File: src/rtl/delayfixed_fall_digital.sv
// Clocked falling-edge delay cell: rises pass after synchronisation, falls only after
// i has stayed low for DELAY_CYCLES consecutive samples; shorter lows are swallowed.
module delayfixed_fall_digital #(
    parameter int CLK_PERIOD_NS = 10,
    parameter int DELAY_CYCLES  = 10,
    parameter int CNT_W         = 8,
    parameter int SYNC_STAGES   = 2
) (
    input  logic CELCLK,
    input  logic CELRST,
    input  logic CELV,
    input  logic CELG,
    input  logic CELSUB,
    input  logic en,
    input  logic i,
    output logic o,
    output logic busy,
    output logic done
);

    generate
        if (DELAY_CYCLES < 2) begin : g_bad_delay_low
            $error("DELAY_CYCLES must be at least 2");
        end
        if (DELAY_CYCLES > (1 << CNT_W) - 1) begin : g_bad_delay_high
            $error("DELAY_CYCLES does not fit in CNT_W bits");
        end
        if (SYNC_STAGES < 2) begin : g_bad_sync
            $error("SYNC_STAGES must be at least 2");
        end
    endgenerate

    typedef enum logic [1:0] {
        ST_LOW   = 2'd0,
        ST_HIGH  = 2'd1,
        ST_COUNT = 2'd2
    } state_t;

    localparam logic [CNT_W-1:0] CNT_LAST = CNT_W'(DELAY_CYCLES - 1);
    localparam logic [CNT_W-1:0] CNT_ONE  = CNT_W'(1);
    localparam int unused_period_ns = CLK_PERIOD_NS;

    // Supply, ground and substrate pins carry no logic.
    logic unused_pins;
    assign unused_pins = CELV ^ CELG ^ CELSUB;

    logic [SYNC_STAGES-1:0] sync_reg;
    logic [SYNC_STAGES-1:0] sync_next;
    logic                   i_s;

    generate
        for (genvar gi = 0; gi < SYNC_STAGES; gi++) begin : g_sync
            if (gi == 0) begin : g_first
                assign sync_next[gi] = i;
            end else begin : g_rest
                assign sync_next[gi] = sync_reg[gi-1];
            end
        end
    endgenerate

    assign i_s = sync_reg[SYNC_STAGES-1];

    state_t           state_reg, state_next;
    logic [CNT_W-1:0] cnt_reg, cnt_next;
    logic             done_reg, done_next;

    always_ff @(posedge CELCLK) begin
        if (CELRST) begin
            sync_reg  <= '0;
            state_reg <= ST_LOW;
            cnt_reg   <= '0;
            done_reg  <= 1'b0;
        end else begin
            sync_reg  <= sync_next;
            state_reg <= state_next;
            cnt_reg   <= cnt_next;
            done_reg  <= done_next;
        end
    end

    always_comb begin
        state_next = state_reg;
        cnt_next   = cnt_reg;
        done_next  = 1'b0;
        if (!en) begin
            state_next = ST_LOW;
            cnt_next   = '0;
        end else begin
            case (state_reg)
                ST_LOW: begin
                    if (i_s) state_next = ST_HIGH;
                end
                ST_HIGH: begin
                    if (!i_s) begin
                        state_next = ST_COUNT;
                        cnt_next   = CNT_ONE;
                    end
                end
                ST_COUNT: begin
                    if (i_s) begin
                        // Low was too short: treat as a glitch and hold o high.
                        state_next = ST_HIGH;
                        cnt_next   = '0;
                    end else if (cnt_reg == CNT_LAST) begin
                        state_next = ST_LOW;
                        cnt_next   = '0;
                        done_next  = 1'b1;
                    end else begin
                        cnt_next = cnt_reg + CNT_ONE;
                    end
                end
                default: begin
                    state_next = ST_LOW;
                    cnt_next   = '0;
                end
            endcase
        end
    end

    // Outputs decode registered state only, so there is no path from i to o.
    always_comb begin
        o    = (state_reg != ST_LOW);
        busy = (state_reg == ST_COUNT);
        done = done_reg;
    end

endmodule

File: config.mk
export PLATFORM = sky130hd
export DESIGN_NAME = delayfixed_fall_digital
export DESIGN_NICKNAME = d
export VERILOG_FILES = /design/src/rtl/delayfixed_fall_digital.sv
export SDC_FILE = /design/constraint.sdc
export NUM_CORES = 1
export LEC_CHECK = 0
export BUFFER_PORTS_ARGS = -buffer_cell sky130_fd_sc_hd__buf_2
export CORE_ASPECT_RATIO = 0.9
export CORE_MARGIN = 1.5
export CORE_UTILIZATION = 47
export DETAILED_ROUTE_END_ITERATION = 6
export PLACE_DENSITY = 0.78
export RECOVER_POWER = 25
export SKIP_LAST_GASP = 1
export SYNTH_ARGS = -nofsm -noshare
export SYNTH_HDL_FRONTEND = slang
export SYNTH_SLANG_ARGS = --single-unit
File: constraint.sdc
create_clock -name CELCLK -period 1.5 [get_ports CELCLK]
set_input_delay 0.075 -clock CELCLK [delete_from_list [all_inputs] [get_ports CELCLK]]
set_output_delay 0.075 -clock CELCLK [all_outputs]
set_load 0.05 [all_outputs]
==> results.ini, run 1 <==
[outcome]
status=complete, but fails checks
violations=setup timing

[route]
viasPerCell=5.31
ant_nets=0
drc=0
num_vias=605
wl_per_cell_um=13.5
totalWireLength_um=1540
first_pass_iters=4
drtIter0Drc=14

[timing]
finalClockSkew_ps=0.830
max_slew_margin_pct=78.3
period_needed_ps=1510
final.setup.tns_ps=-8.07
fin_hold_ws_ps=23.9
finalSetupViolations=1
tightest_slew_ps=324
fin_ws_ps=-8.07
fmax_ghz=0.663
fin_crit_sh_pct=101
finalMaxSlewViolations=0
hold_viol=0
grt_setup_unrepaired=yes

[yosys]
synth_top_area_share_pct=38.4
synthArstFlopShare_pct=0
seq_area_frac_synth_pct=38.4
ys_types=25
yosysMostFrequentCell=dfxtp_1
synth.top_cells.by_area=dfxtp_1 (38%), ha_1 (11%), xor2_1 (7.8%), nor2_1 (5.0%), nand4_1 (3.7%)
netlist_top_cells_count=dfxtp_1 (13), nor2_1 (9), ha_1 (6), xor2_1 (6), inv_1 (5)
synth_fp_nets=86
synth-edff-count=0
synth_area_sq_um=677
yosysWarnings=0
yosys_most_used_dff=dfxtp_1
ys_seq_elements=13
postSynthAreaPerCell_sq_um=9.27
synth_cells=73
synth_top_cell_by_area=dfxtp_1

[clock_tree]
clock_tree.buffer_depth=2
path_clk_slew_ps=80
cts_num_sinks=13
cts_max_level=1
cts_tree=done
cts_buffers=3
worstSkewPairLatency_ps=280
clockRootBuffer=clkbuf_4

[setup_path]
max_stage_delay_ps=430
crit_top_cell=a21oi_2
crit_chain=inv_1 -> ha_1 -> nor4b_4 -> a21oi_2 -> or4_4 -> a21oi_2
cpMaxStageDelayCell=or4_4
critPathLaunchType=register
required_ps=1710
r2r_slack_ps=-8
cp-end-kind=register
crit_fanout=4
critPathKind=register to register
arrival_ps=1720

[global_route]
antenna_found_initial=0
grt_pass1_vias=559
grt_util_met1_pct=21.4
grt_pass1_wl_um=2260
grtUsageMet3_pct=7.01
use_met2_pct=33.7
busiest_layer=met2
grt_overflow=0
grt_start_max_net_pins=9
gr-usage-all-layers_pct=19.1

[flow_run]
cap_violations=0

[place]
dp_hpwl_um=1070
pre_cts_ws_ps=-26.4
globalplace.congestion=0.931
postPlaceCellArea_sq_um=835
port_buffers=6

[die]
row_count=12
num_io_pins=10
core_area_sq_mm=0.00129
die_area_sq_mm=0.00168
die_w_um=43
start_util_pct=52.4
die-height_um=39

[layout]
fin_nets=114
stdcell_area_sq_um=955
insertedDiodeCount=0
syn2layout_area_growth_pct=41.0
finish.utilization_pct=73.9
largest_reg_flops=8
drive_above_1_share_pct=44.0

[power_and_ir_drop]
vdd_drop_max_mv=0.675
p_per_area_mw_per_mm2=640
leakagePower_uw=0.000386

[hold_path]
hp-class=primary input to register

## area by class of cell
class	instances	area, sq um
multi-input cells	55	459
inverters	5	22.5
flip-flops and latches	13	267
well taps	14	17.5
repair buffers	23	161
clock buffers	3	22.5
fillers	94	337
clock inverters	1	5.00
## worst paths after layout
path                       end  cells past startpoint        start
setup / recovery  state_reg[1]                      6   cnt_reg[1]
hold / removal     sync_reg[0]                      2            i
setup reg to reg  state_reg[1]                      6   cnt_reg[1]
hold reg to reg    sync_reg[1]                      1  sync_reg[0]
## what timing repair did
| item | in CTS | in global routing |
|---|---|---|
| endpoints found under the hold margin | 2 | 0 |
| setup buffers | 1 | 2 |
| hold buffers | 1 | 0 |
| setup endpoints to repair | 5 | 11 |
| pin swaps | 1 | 2 |
| gates resized for setup | 2 | 14 |
| cloned | 0 | 0 |
## cell families (layout without fill, tap and decap cells)
logic type	after synthesis	after routing	share of synthesized area, %
buffers and inverters	5	32	2.77
adder cells (fa/ha/maj)	6	6	11.1
AND/OR/NAND/NOR	31	31	27.2
XOR/XNOR	6	6	7.76
flip-flops	13	13	38.4
AO/OA/AOI/OAI	12	12	12.8
## critical path: cells and delay by family, from the launching register on
family                     cells  cell delay, ps
adders and majority gates      1             140
and+or+nand+nor                2             660
DFF                            1             320
buffers and inverters          1              40
AOI/OAI and AO/OA              2             270
## stage by stage
stage / total power, uW / cells
finish: 611 / 114
global route: 640 / 114
CTS: 616 / 112
detailed placement: 398 / 106
global placement: 396 / 106
floorplan: 379 / 73
## metal layers
| metal | share of wire [%] | vias to the layer above |
|---|---|---|
| li1 | - | 310 |
| met1 | 48 | 270 |
| met2 | 46 | 21 |
| met3 | 4.9 | 4 |
| met4 | 0.91 | 0 |
| met5 | 0 | - |
## power breakdown
group | switching, uW | internal (uW) | total (uW) | leakage [uW]
Combinational | 24.5 | 21.7 | 46.2 | 0.000262
Sequential | 3.89 | 347 | 351 | 0.000107
Clock | 115 | 99.1 | 214 | 0.0000177
Total | 143 | 468 | 611 | 0.000386
## cells in the final DEF, fill, tap and decap left out, types with 2 or more instances in the layout
cell type	count
dfxtp_2	2
nor3_1	3
xor2_1	6
clkbuf_4	3
dfxtp_1	10
nand4_1	4
ha_2	2
nor2_1	9
buf_4	17
buf_2	4
a211oi_2	2
nand2_1	4
a21oi_2	2
inv_1	4
ha_1	3
nor2b_1	3
Note: power is estimated with default switching activity, not from simulation.
==> run 2, diff against run 1 <==
--- a/config.mk
+++ b/config.mk
@@ -7,8 +7,7 @@
 export LEC_CHECK = 0
-export BUFFER_PORTS_ARGS = -buffer_cell sky130_fd_sc_hd__buf_2
-export CORE_ASPECT_RATIO = 0.9
 export CORE_MARGIN = 1.5
-export CORE_UTILIZATION = 47
+export CORE_UTILIZATION = 52
 export DETAILED_ROUTE_END_ITERATION = 6
-export PLACE_DENSITY = 0.78
+export DONT_BUFFER_PORTS = 1
+export PLACE_DENSITY = 0.7
 export RECOVER_POWER = 25
==> constraint.sdc (replaced) <==
create_clock -name CELCLK -period 1.5 [get_ports CELCLK]
set_input_delay 0.3 -clock CELCLK [delete_from_list [all_inputs] [get_ports CELCLK]]
set_output_delay 0.3 -clock CELCLK [all_outputs]
set_load 0.05 [all_outputs]
==> results.ini, run 2 (synthesis gave the netlist of run 1 again) <==
[route]
wl_per_cell_um=14.2  ; was 13.5 um
ant_nets=0  ; unchanged
drtIter0Drc=11  ; was 14
drc=0  ; unchanged
num_vias=625  ; was 605
m1WireLength_um=814  ; was 738 um
totalWireLength_um=1600  ; was 1540 um
top_layer=met4  ; unchanged
first_pass_iters=4  ; unchanged
wl_met2_um=732  ; was 714 um
viasPerCell=5.53  ; was 5.31
wl_met3_um=44  ; was 75 um

[die]
die-height_um=39.1  ; was 39 um
row_count=12  ; unchanged
die_area_sq_mm=0.00153  ; was 0.00168 sq mm
die_w_um=39.1  ; was 43 um
num_io_pins=10  ; unchanged
core_area_sq_mm=0.00116  ; was 0.00129 sq mm
start_util_pct=58.5  ; was 52.4%

[setup_path]
critPathKind=register to register  ; unchanged
cp-end-kind=register  ; unchanged
crit_chain=inv_2 -> ha_4 -> nor4b_4 -> a21oi_2 -> o311ai_0 -> nand2_1  ; was inv_1 -> ha_1 -> nor4b_4 -> a21oi_2 -> or4_4 -> a21oi_2
critical-path-top-delay-family=compound AO/OA/AOI/OAI gates  ; was simple AND/OR/NAND/NOR gates
max_stage_delay_ps=460  ; was 430 ps
crit_fanout=4  ; unchanged
path_buf_inv=1  ; unchanged
critPathLaunchType=register  ; unchanged
required_ps=1660  ; was 1710 ps
arrival_ps=1720  ; about the same
cpMaxStageDelayCell=o311ai_0  ; was or4_4

[power_and_ir_drop]
p_per_area_mw_per_mm2=628  ; was 640 mW/mm^2
vdd_drop_max_mv=0.584  ; was 0.675 mV
leakagePower_uw=0.000386  ; about the same

[timing]
fin_ws_ps=-59.6  ; was -8.07 ps
fin_hold_ws_ps=86.8  ; was 23.9 ps
max_slew_margin_pct=68.7  ; was 78.3%
fmax_ghz=0.641  ; was 0.663 GHz
final.setup.tns_ps=-129  ; was -8.07 ps
finalMaxSlewViolations=0  ; unchanged
hold_viol=0  ; unchanged
grt_setup_unrepaired=yes  ; unchanged
tightest_slew_ps=468  ; was 324 ps
finalClockSkew_ps=4.31  ; was 0.830 ps
finalSetupViolations=4  ; was 1
period_needed_ps=1560  ; was 1510 ps
fin_crit_sh_pct=104  ; was 101%

[layout]
finish.utilization_pct=83.4  ; was 73.9%
final_cell_mix=buf_4 (20), nor2_1 (9), dfxtp_1 (9)  ; was buf_4 (17), dfxtp_1 (10), nor2_1 (9)
drive_above_1_share_pct=46.5  ; was 44.0%
fin_nets=113  ; was 114
insertedDiodeCount=0  ; unchanged
largest_reg_flops=8  ; unchanged
final_common_cell=buf_4  ; unchanged
syn2layout_area_growth_pct=42.5  ; was 41.0%

[clock_tree]
cts_tree=done  ; unchanged
cts_num_sinks=13  ; unchanged
path_clk_slew_ps=80  ; about the same
cts_buffers=3  ; unchanged
clock_tree.buffer_depth=2  ; unchanged
cts_max_level=1  ; unchanged
worstSkewPairLatency_ps=270  ; was 280 ps
clockRootBuffer=clkbuf_4  ; unchanged

[global_route]
grt_pass1_wl_um=2400  ; was 2260 um
gr-usage-all-layers_pct=24.3  ; was 19.1%
grt_pass1_vias=533  ; was 559
grt_start_max_net_pins=8  ; was 9
grt_overflow=0  ; unchanged
antenna_found_initial=0  ; unchanged

[place]
port_buffers=0  ; was 6
dp_hpwl_um=1010  ; was 1070 um
globalplace.congestion=0.868  ; was 0.931
pre_cts_ws_ps=-27.7  ; was -26.4 ps

[flow_run]
cap_violations=0  ; unchanged

[outcome]
status=complete, but fails checks  ; unchanged
violations=setup timing  ; unchanged

[hold_path]
hp-class=primary input to register  ; unchanged

run 2: cell types whose count changed in the layout (fill, tap and decap cells not counted), moves of 2 or more:
cell / delta
a211oi_1: +2
inv_4: +2
buf_4: +3
buf_2: -4
inv_1: -3
a211oi_2: -2
run 2: power by group:
group | total (uW) | leakage, uW | internal [uW] | switching (uW)
Clock | 212 | 0.0000150 | 103 | 109
Combinational | 45.7 | 0.000264 | 22.5 | 23.2
Sequential | 348 | 0.000108 | 345 | 3.17
Total | 606 | 0.000386 | 471 | 136
run 2: worst paths after layout:
path | cells past startpoint | startpoint | to | slack [ps]
worst max register to register | 6 | cnt_reg[1] | state_reg[0] | -60
worst max-delay path | 6 | cnt_reg[1] | state_reg[0] | -60
worst min-delay path | 1 | CELRST | sync_reg[1] | 90
worst min register to register | 1 | sync_reg[0] | sync_reg[1] | 440
run 2: repair_timing:
item | in CTS | in global routing
setup endpoints to repair | 5 | 10
pin swaps | 1 | 3
resized for setup | 14 | 8
hold buffers | 0 | 0
setup buffers | 2 | 4
run 2: metrics by stage:
step,total power [uW],instance area [sq um],cells
after floorplan,379,689,73
after global placement,394,827,103
after detailed placement,395,827,103
after CTS,616,910,109
after global routing,639,965,113
final,606,965,113
run 2: worst register-to-register path: cells and delay by family, from the launching register on:
kind	cells	cell delay (ps)
compound gates	2	610
flops	1	330
simple gates	2	330
fa+ha+maj	1	120
buf+inv	1	60
run 2: area by class of cell:
class	count	area, sq um
multi-input combinational	55	447
tap	14	17.5
fill	71	191
sequential	13	270
inverter	5	27.5
timing repair buffer	22	176
clock buffer	4	26.3
run 2: routing by layer:
metal	track usage (%)	vias up
met2	32.5	10
met1	35.3	299
li1	-	314
met3	5.20	2
met5	0	-
met4	12.9	0
